[src/rtl/multicycle_controller.sv]
// Multicycle MIPS-style control unit: Moore main FSM plus ALU decoder.
// Write enables are masked while reset is high. Every other output follows the state register.

// ALU decoder: maps the 2-bit aluop class and the funct field to a 3-bit ALU operation.
module aludecoder (
    input  logic [5:0] funct,
    input  logic [1:0] aluop,
    output logic [2:0] alucontrol
);
    // 00 selects add for address/PC math, 01 selects subtract for beq, and otherwise funct decides.
    always_comb begin
        alucontrol = 3'b000;
        case (aluop)
            2'b00:   alucontrol = 3'b010;
            2'b01:   alucontrol = 3'b110;
            default: begin
                case (funct)
                    6'b100000: alucontrol = 3'b010;
                    6'b100010: alucontrol = 3'b110;
                    6'b100100: alucontrol = 3'b000;
                    6'b100101: alucontrol = 3'b001;
                    6'b101010: alucontrol = 3'b111;
                    default:   alucontrol = 3'b000;
                endcase
            end
        endcase
    end
endmodule

module multicycle_controller (
    input  logic       clk,
    input  logic       reset,
    input  logic [5:0] op,
    input  logic [5:0] funct,
    input  logic       zero,
    output logic       iord,
    output logic       memwrite,
    output logic       irwrite,
    output logic       regdst,
    output logic       memtoreg,
    output logic       regwrite,
    output logic       alusrca,
    output logic [1:0] alusrcb,
    output logic [1:0] pcsrc,
    output logic       pcen,
    output logic [2:0] alucontrol,
    output logic [3:0] state
);
    typedef enum logic [3:0] {
        FETCH   = 4'd0,
        DECODE  = 4'd1,
        MEMADR  = 4'd2,
        MEMRD   = 4'd3,
        MEMWB   = 4'd4,
        MEMWR   = 4'd5,
        EXECUTE = 4'd6,
        ALUWB   = 4'd7,
        BRANCH  = 4'd8,
        ADDIEX  = 4'd9,
        ADDIWB  = 4'd10,
        JUMP    = 4'd11
    } state_t;

    localparam logic [5:0] OP_LW   = 6'b100011;
    localparam logic [5:0] OP_SW   = 6'b101011;
    localparam logic [5:0] OP_RTYP = 6'b000000;
    localparam logic [5:0] OP_BEQ  = 6'b000100;
    localparam logic [5:0] OP_ADDI = 6'b001000;
    localparam logic [5:0] OP_J    = 6'b000010;

    state_t     state_q, state_n;
    logic       pcwrite, branch;
    logic       irwrite_s, memwrite_s, regwrite_s;
    logic [1:0] aluop;

    // State register. Reset returns to FETCH from any state, including mid-instruction.
    always_ff @(posedge clk) begin
        if (reset) state_q <= FETCH;
        else       state_q <= state_n;
    end

    // Next-state logic. Unknown opcodes and unused encodings fall back to FETCH.
    always_comb begin
        state_n = FETCH;
        case (state_q)
            FETCH:   state_n = DECODE;
            DECODE: begin
                case (op)
                    OP_LW, OP_SW: state_n = MEMADR;
                    OP_RTYP:      state_n = EXECUTE;
                    OP_BEQ:       state_n = BRANCH;
                    OP_ADDI:      state_n = ADDIEX;
                    OP_J:         state_n = JUMP;
                    default:      state_n = FETCH;
                endcase
            end
            MEMADR:  state_n = (op == OP_SW) ? MEMWR : MEMRD;
            MEMRD:   state_n = MEMWB;
            EXECUTE: state_n = ALUWB;
            ADDIEX:  state_n = ADDIWB;
            default: state_n = FETCH;
        endcase
    end

    // Moore outputs. Anything a state does not drive stays 0.
    always_comb begin
        iord       = 1'b0;
        memwrite_s = 1'b0;
        irwrite_s  = 1'b0;
        regdst     = 1'b0;
        memtoreg   = 1'b0;
        regwrite_s = 1'b0;
        alusrca    = 1'b0;
        alusrcb    = 2'b00;
        pcsrc      = 2'b00;
        pcwrite    = 1'b0;
        branch     = 1'b0;
        aluop      = 2'b00;
        case (state_q)
            FETCH: begin
                alusrcb   = 2'b01;
                irwrite_s = 1'b1;
                pcwrite   = 1'b1;
            end
            DECODE:  alusrcb = 2'b11;
            MEMADR, ADDIEX: begin
                alusrca = 1'b1;
                alusrcb = 2'b10;
            end
            MEMRD:   iord = 1'b1;
            MEMWB: begin
                memtoreg   = 1'b1;
                regwrite_s = 1'b1;
            end
            MEMWR: begin
                iord       = 1'b1;
                memwrite_s = 1'b1;
            end
            EXECUTE: begin
                alusrca = 1'b1;
                aluop   = 2'b10;
            end
            ALUWB: begin
                regdst     = 1'b1;
                regwrite_s = 1'b1;
            end
            BRANCH: begin
                alusrca = 1'b1;
                aluop   = 2'b01;
                pcsrc   = 2'b01;
                branch  = 1'b1;
            end
            ADDIWB:  regwrite_s = 1'b1;
            JUMP: begin
                pcsrc   = 2'b10;
                pcwrite = 1'b1;
            end
            default: ;
        endcase
    end

    // Write enables are masked while reset is held, so no architectural state changes mid-reset.
    assign pcen     = ~reset & (pcwrite | (branch & zero));
    assign irwrite  = ~reset & irwrite_s;
    assign memwrite = ~reset & memwrite_s;
    assign regwrite = ~reset & regwrite_s;
    assign state    = state_q;

    aludecoder u_aludec (
        .funct      (funct),
        .aluop      (aluop),
        .alucontrol (alucontrol)
    );
endmodule

[config.mk]
export PLATFORM = sky130hd
export DESIGN_NAME = multicycle_controller
export DESIGN_NICKNAME = d
export VERILOG_FILES = /design/src/rtl/multicycle_controller.sv
export SDC_FILE = /design/constraint.sdc
export NUM_CORES = 1
export LEC_CHECK = 0
export CAP_MARGIN = 10
export CORE_MARGIN = 3
export CORE_UTILIZATION = 36
export CTS_CLUSTER_DIAMETER = 80
export DETAILED_ROUTE_END_ITERATION = 16
export GPL_TIMING_DRIVEN = 0
export PLACE_DENSITY = 0.77
export SLEW_MARGIN = 25
export SYNTH_ARGS = -nofsm -noshare
export SYNTH_HDL_FRONTEND = slang
export SYNTH_HIERARCHICAL = 1
export SYNTH_SLANG_ARGS = --single-unit
[constraint.sdc]
create_clock -name clk -period 1.54 [get_ports clk]
set_input_delay 0.231 -clock clk [delete_from_list [all_inputs] [get_ports clk]]
set_output_delay 0.231 -clock clk [all_outputs]
set_load 0.05 [all_outputs]
**Word level (Yosys, flattened, before mapping)**

Cells that the tools add are included.

- Bits in registers: 4

- Reductions and logical operators: 9
- Muxes and demuxes: 17
- Equality and inequality tests: 21
- Bitwise operators: 7

Operators by type and width:

| cell | number |
|---|---|
| $eq 6x6->1 const B | 6 |
| $pmux 4 s6 | 1 |
| $pmux 4 s5 | 1 |
| $eq 4x3->1 const B | 4 |
| $eq 4x4->1 const B | 4 |
| $pmux 3 s4 | 1 |
| $mux 1 | 9 |
| $eq 4x2->1 const B | 2 |
| $pmux 2 s2 | 2 |
| $reduce_or 2->1 | 4 |
| $eq 6x2->1 const B | 1 |
| $eq 6x3->1 const B | 1 |
| $eq 6x4->1 const B | 1 |
| $logic_not 6->1 | 1 |
| $pmux 2 s3 | 1 |
| $pmux 3 s2 | 1 |
| $and 1x1->1 | 5 |
| $eq 4x1->1 const B | 1 |
| $logic_not 4->1 | 1 |
| $reduce_or 4->1 | 1 |
| $mux 3 | 1 |
| $reduce_or 3->1 | 1 |
| $eq 2x1->1 const B | 1 |
| $logic_not 2->1 | 1 |
| other kinds (2) | 2 |

**Depth between registers and ports, before layout**

- Depth after elaboration: 5
- Depth in mapped cells: 5
- Mapped depth without buffers: 4

**By module**

Netlist, hierarchy kept.

Modules (own cells, without submodules):

| module | cells each | seq. area each (um2) | instances | area an instance (um2) |
|---|---|---|---|---|
| multicycle_controller | 60 | 80.1 | 1 | 471.7 |
| aludecoder | 10 | 0.0 | 1 | 83.8 |

**Least setup slack after synthesis**

OpenSTA, ideal clock, no wires.

- Kind: register to output
- From: register state_q[2], in the netlist state[2]
- To: output port pcen
- Arrival: 2.382 ns
- Cell stages (with the launch flop): 5
- Path slack: -1.073 ns
- Data required time: 1.309 ns
- Cells stage by stage: dfxtp_1 buf_4 nor2_1 nor4b_2 o21bai_1

- Longest elaborated chain between the ends: 5

RTL lines:

| item | RTL line | RTL |
|---|---|---|
| from (decl) | 71 | `state_t state_q, state_n;` |
| from (signal assigned) | 79 | `else state_q <= state_n;` |
| $eq 4x4->1 / $logic_not 4->1 (equally long branches) | 119 | `case (state_q)` |
| $reduce_or 2->1 (no source line) / $mux 1 (equally long branches) | -- |  |
| $mux 1 / $and 1x1->1 (equally long branches) | 119, 163 |  |
| $or 1x1->1 * | 163 | `assign pcen = ~reset & (pcwrite \| (branch & zero));` |
| $and 1x1->1 * | 163 |  |
| to (decl) | 45 | `output logic pcen,` |

Every way passes the cells marked *; elsewhere a longest branch is shown, timed or not.

**Worst setup path after layout**

- From: register state_q[0], in the netlist state[0]
- To: output port alusrca

- Longest elaborated chain between the ends: 3

RTL lines:

| item | RTL line | RTL |
|---|---|---|
| $eq 4x4->1 (tied with other cells) | 119 |  |
| $reduce_or 4->1 (no source line) * | -- |  |
| $mux 1 * | 119 |  |
| to (decl) | 42 | `output logic alusrca,` |

Marks and branches as above.

==> out/results.ini <==
[outcome]
status = finished, violations left
violations = negative setup slack

[global_routing]
grt_pass1_wl_um = 3470
grt_max_degree = 11
grtUsageTotal_pct = 24.03
grt-ovfl-total = 0
antenna_found_initial = 0
grt_pass1_vias = 753

[clock_network]
cts_tree = done
numCtsBuffers = 3
cts_max_level = 1
worstSkewPairLatency_ns = 0.26
clk_pin_slew_ns = 0.05
cts_buffer_depth = 2
hold_buffers = 0
cts_root_buf = clkbuf_4
clock_sinks = 4

[worst_setup_path]
start_kind = register
cp_max_fo = 8
path_cells = buf_8 > nand2b_4 > nor2_4 > a21oi_1 > nand2_2 > buf_4
worst_ep_required_time_ns = 1.31
critPathKind = register to primary output
worst_path_max_delay_cell = dfxtp_2
slowest_delay_ns = 0.36
arrival_ns = 1.56
path_delay_family = flip-flops
cp.buffers_inverters = 2
cp-end-kind = primary output

[sta]
slew_viol_final = 0
finalWorstSetupSlack_ns = -0.2523
fin_crit_sh_pct = 116.4
rsz0062_at_grt = true
hold_viol = 0
min_period_ns = 1.792
tightest_slew_ns = 0.5185
max_freq_mhz = 557.9
fin_skew_ns = 0.006955
setup-tns-final_ns = -1.878
max_slew_margin_pct = 65.44
finalSetupViolCount = 14

[synth]
synthAdderAreaFrac_pct = 0
synth_top_cell_by_area = dfxtp_1
syn_nets = 85
synth_mux_area_share_pct = 1.802
yosys.area.top_type_share_pct = 14.41
synth_top_family_by_area = simple AND/OR/NAND/NOR gates
synth_edf_count = 0
synth.yosys.seq_area_share_pct = 14.41
synthArstFlopShare_pct = 0
ys_types = 36
synth-compound-area-share_pct = 22.30
synth_xor_area_share_pct = 4.730
syn-instance-count = 70
ys_ff_latch = 4
avgSynthCellArea_um2 = 7.936
synth.area.top_cells = dfxtp_1, a2111oi_2, nor2_1
ys_warn_count = 6
synthSimpleGateAreaFrac_pct = 49.10
syn_area_um2 = 555.5
synth-main-ff-cell = dfxtp_1

[detailed_routing]
viasPerCell = 6.662
firstDrtPassIters = 5
drt_iter0_drc = 73
routedWlPerCell_um = 24.91
drt_wl_total_um = 3463
drcViolationCount = 0
ant_nets = 0
vias = 926

[placed_design]
dpl_cell_area_um2 = 1039
place_hpwl_um = 1428
io_buffers = 33
gp_congestion = 0.8414
dp_cells = 118

[floorplan]
dieWidth_um = 45.28
dieArea_um2 = 2050
core_area_um2 = 1366
io_pins = 34
die_y_um = 45.28
start_util_pct = 40.66
rows = 13

[cells_and_area]
largest_reg_flops = 4
layout_commonest_cell = buf_4
antenna_cells = 0
area_delta_synth_final_pct = 136.5
finalNonFillerCells = 139
fin_nets = 140
layout-drive-gt1-share_pct = 62.10
final_cell_mix = buf_4, buf_6, dlygate4sd2_1
fin_area_um2 = 1314
fillers = 25

[power_and_ir_drop]
p_leak_uw = 0.0005279
power.total_uw = 522.3
power_density_nw_per_um2 = 397.6
peakVddDrop_uv = 444.5

[flow_run]
cap_violations = 0

[hold_path]
hold_path_class = input port to register

cells in the mapped netlist (all sizes together) (2+ instances only):
| master | number |
|---|---|
| nor3 | 5 |
| nand3b | 3 |
| a31oi | 3 |
| nand4 | 2 |
| a21oi | 4 |
| nor3b | 2 |
| nand2 | 4 |
| or4bb | 2 |
| nor2 | 9 |
| dfxtp | 4 |
| xor2 | 2 |
| and3 | 2 |
| o21bai | 2 |
| buf | 5 |
| nand2b | 3 |
| a2111oi | 2 |
| nor2b | 3 |
path summary, 6_finish.rpt:
path,from,end,slack (ns),cells past startpoint
setup / recovery,state[0],alusrca,-0.25,6
hold / removal,op[2],state[3],0.61,3
setup reg to reg,state[0],state[0],0.08,6
hold reg to reg,state[0],state[3],0.67,2
cell families (layout without fill, tap and decap cells):
kind of cell | after synthesis | in the layout
AO/OA/AOI/OAI | 15 | 15
buffers and inverters | 6 | 60
AND/OR/NAND/NOR | 41 | 41
multiplexers | 1 | 1
XOR/XNOR | 3 | 3
flip-flops | 4 | 4
metrics by stage:
step	worst slack (ns)	hold WS [ns]	utilization, %
6_report	-0.2523	0.6131	96.15
5_1_grt	-0.3175	0.6406	96.15
4_1_cts	-0.1915	0.5728	84.52
3_5_place_dp	-0.9592	0.5979	76.01
3_3_place_gp	-0.9647	0.5912	76.01
2_1_floorplan	-0.3483	0.2977	-
report_power, final:
part / total (uW) / switching, uW / internal, uW
Combinational: 251 / 138 / 113
Sequential: 108 / 4.91 / 103
Clock: 163 / 64.8 / 98.6
area by class of cell:
class                           count  area [um2]  area share (%)
Multi-Input combinational cell     60       618.1           47.05
Timing Repair Buffer               50       485.5           36.95
Sequential cell                     4       92.59           7.048
Buffer                              5       68.82           5.238
Clock buffer                        4       26.28           2.000
Tap cell                           15       18.77           1.429
Inverter                            1       3.754          0.2857
per-layer routing:
layer | GRT usage [%] | wire [um]
met5 | 0 | 0
met4 | 11.11 | 219
met3 | 3.586 | 439
met2 | 41.53 | 1700
met1 | 28.74 | 1104
worst min-delay path: cells and delay by family:
kind	cells	cell delay, ns
buffers and inverters	1	0.43
AND/OR/NAND/NOR	1	0.11
AO/OA/AOI/OAI	1	0.06
what timing repair did:
| item | CTS | global route |
|---|---|---|
| gates resized for setup | 116 | 29 |
| setup endpoints to repair | 19 | 15 |
| pin swaps | 5 | 5 |
| buffers inserted | 9 | 8 |
No activity file was read; power rests on OpenSTA's default activity.
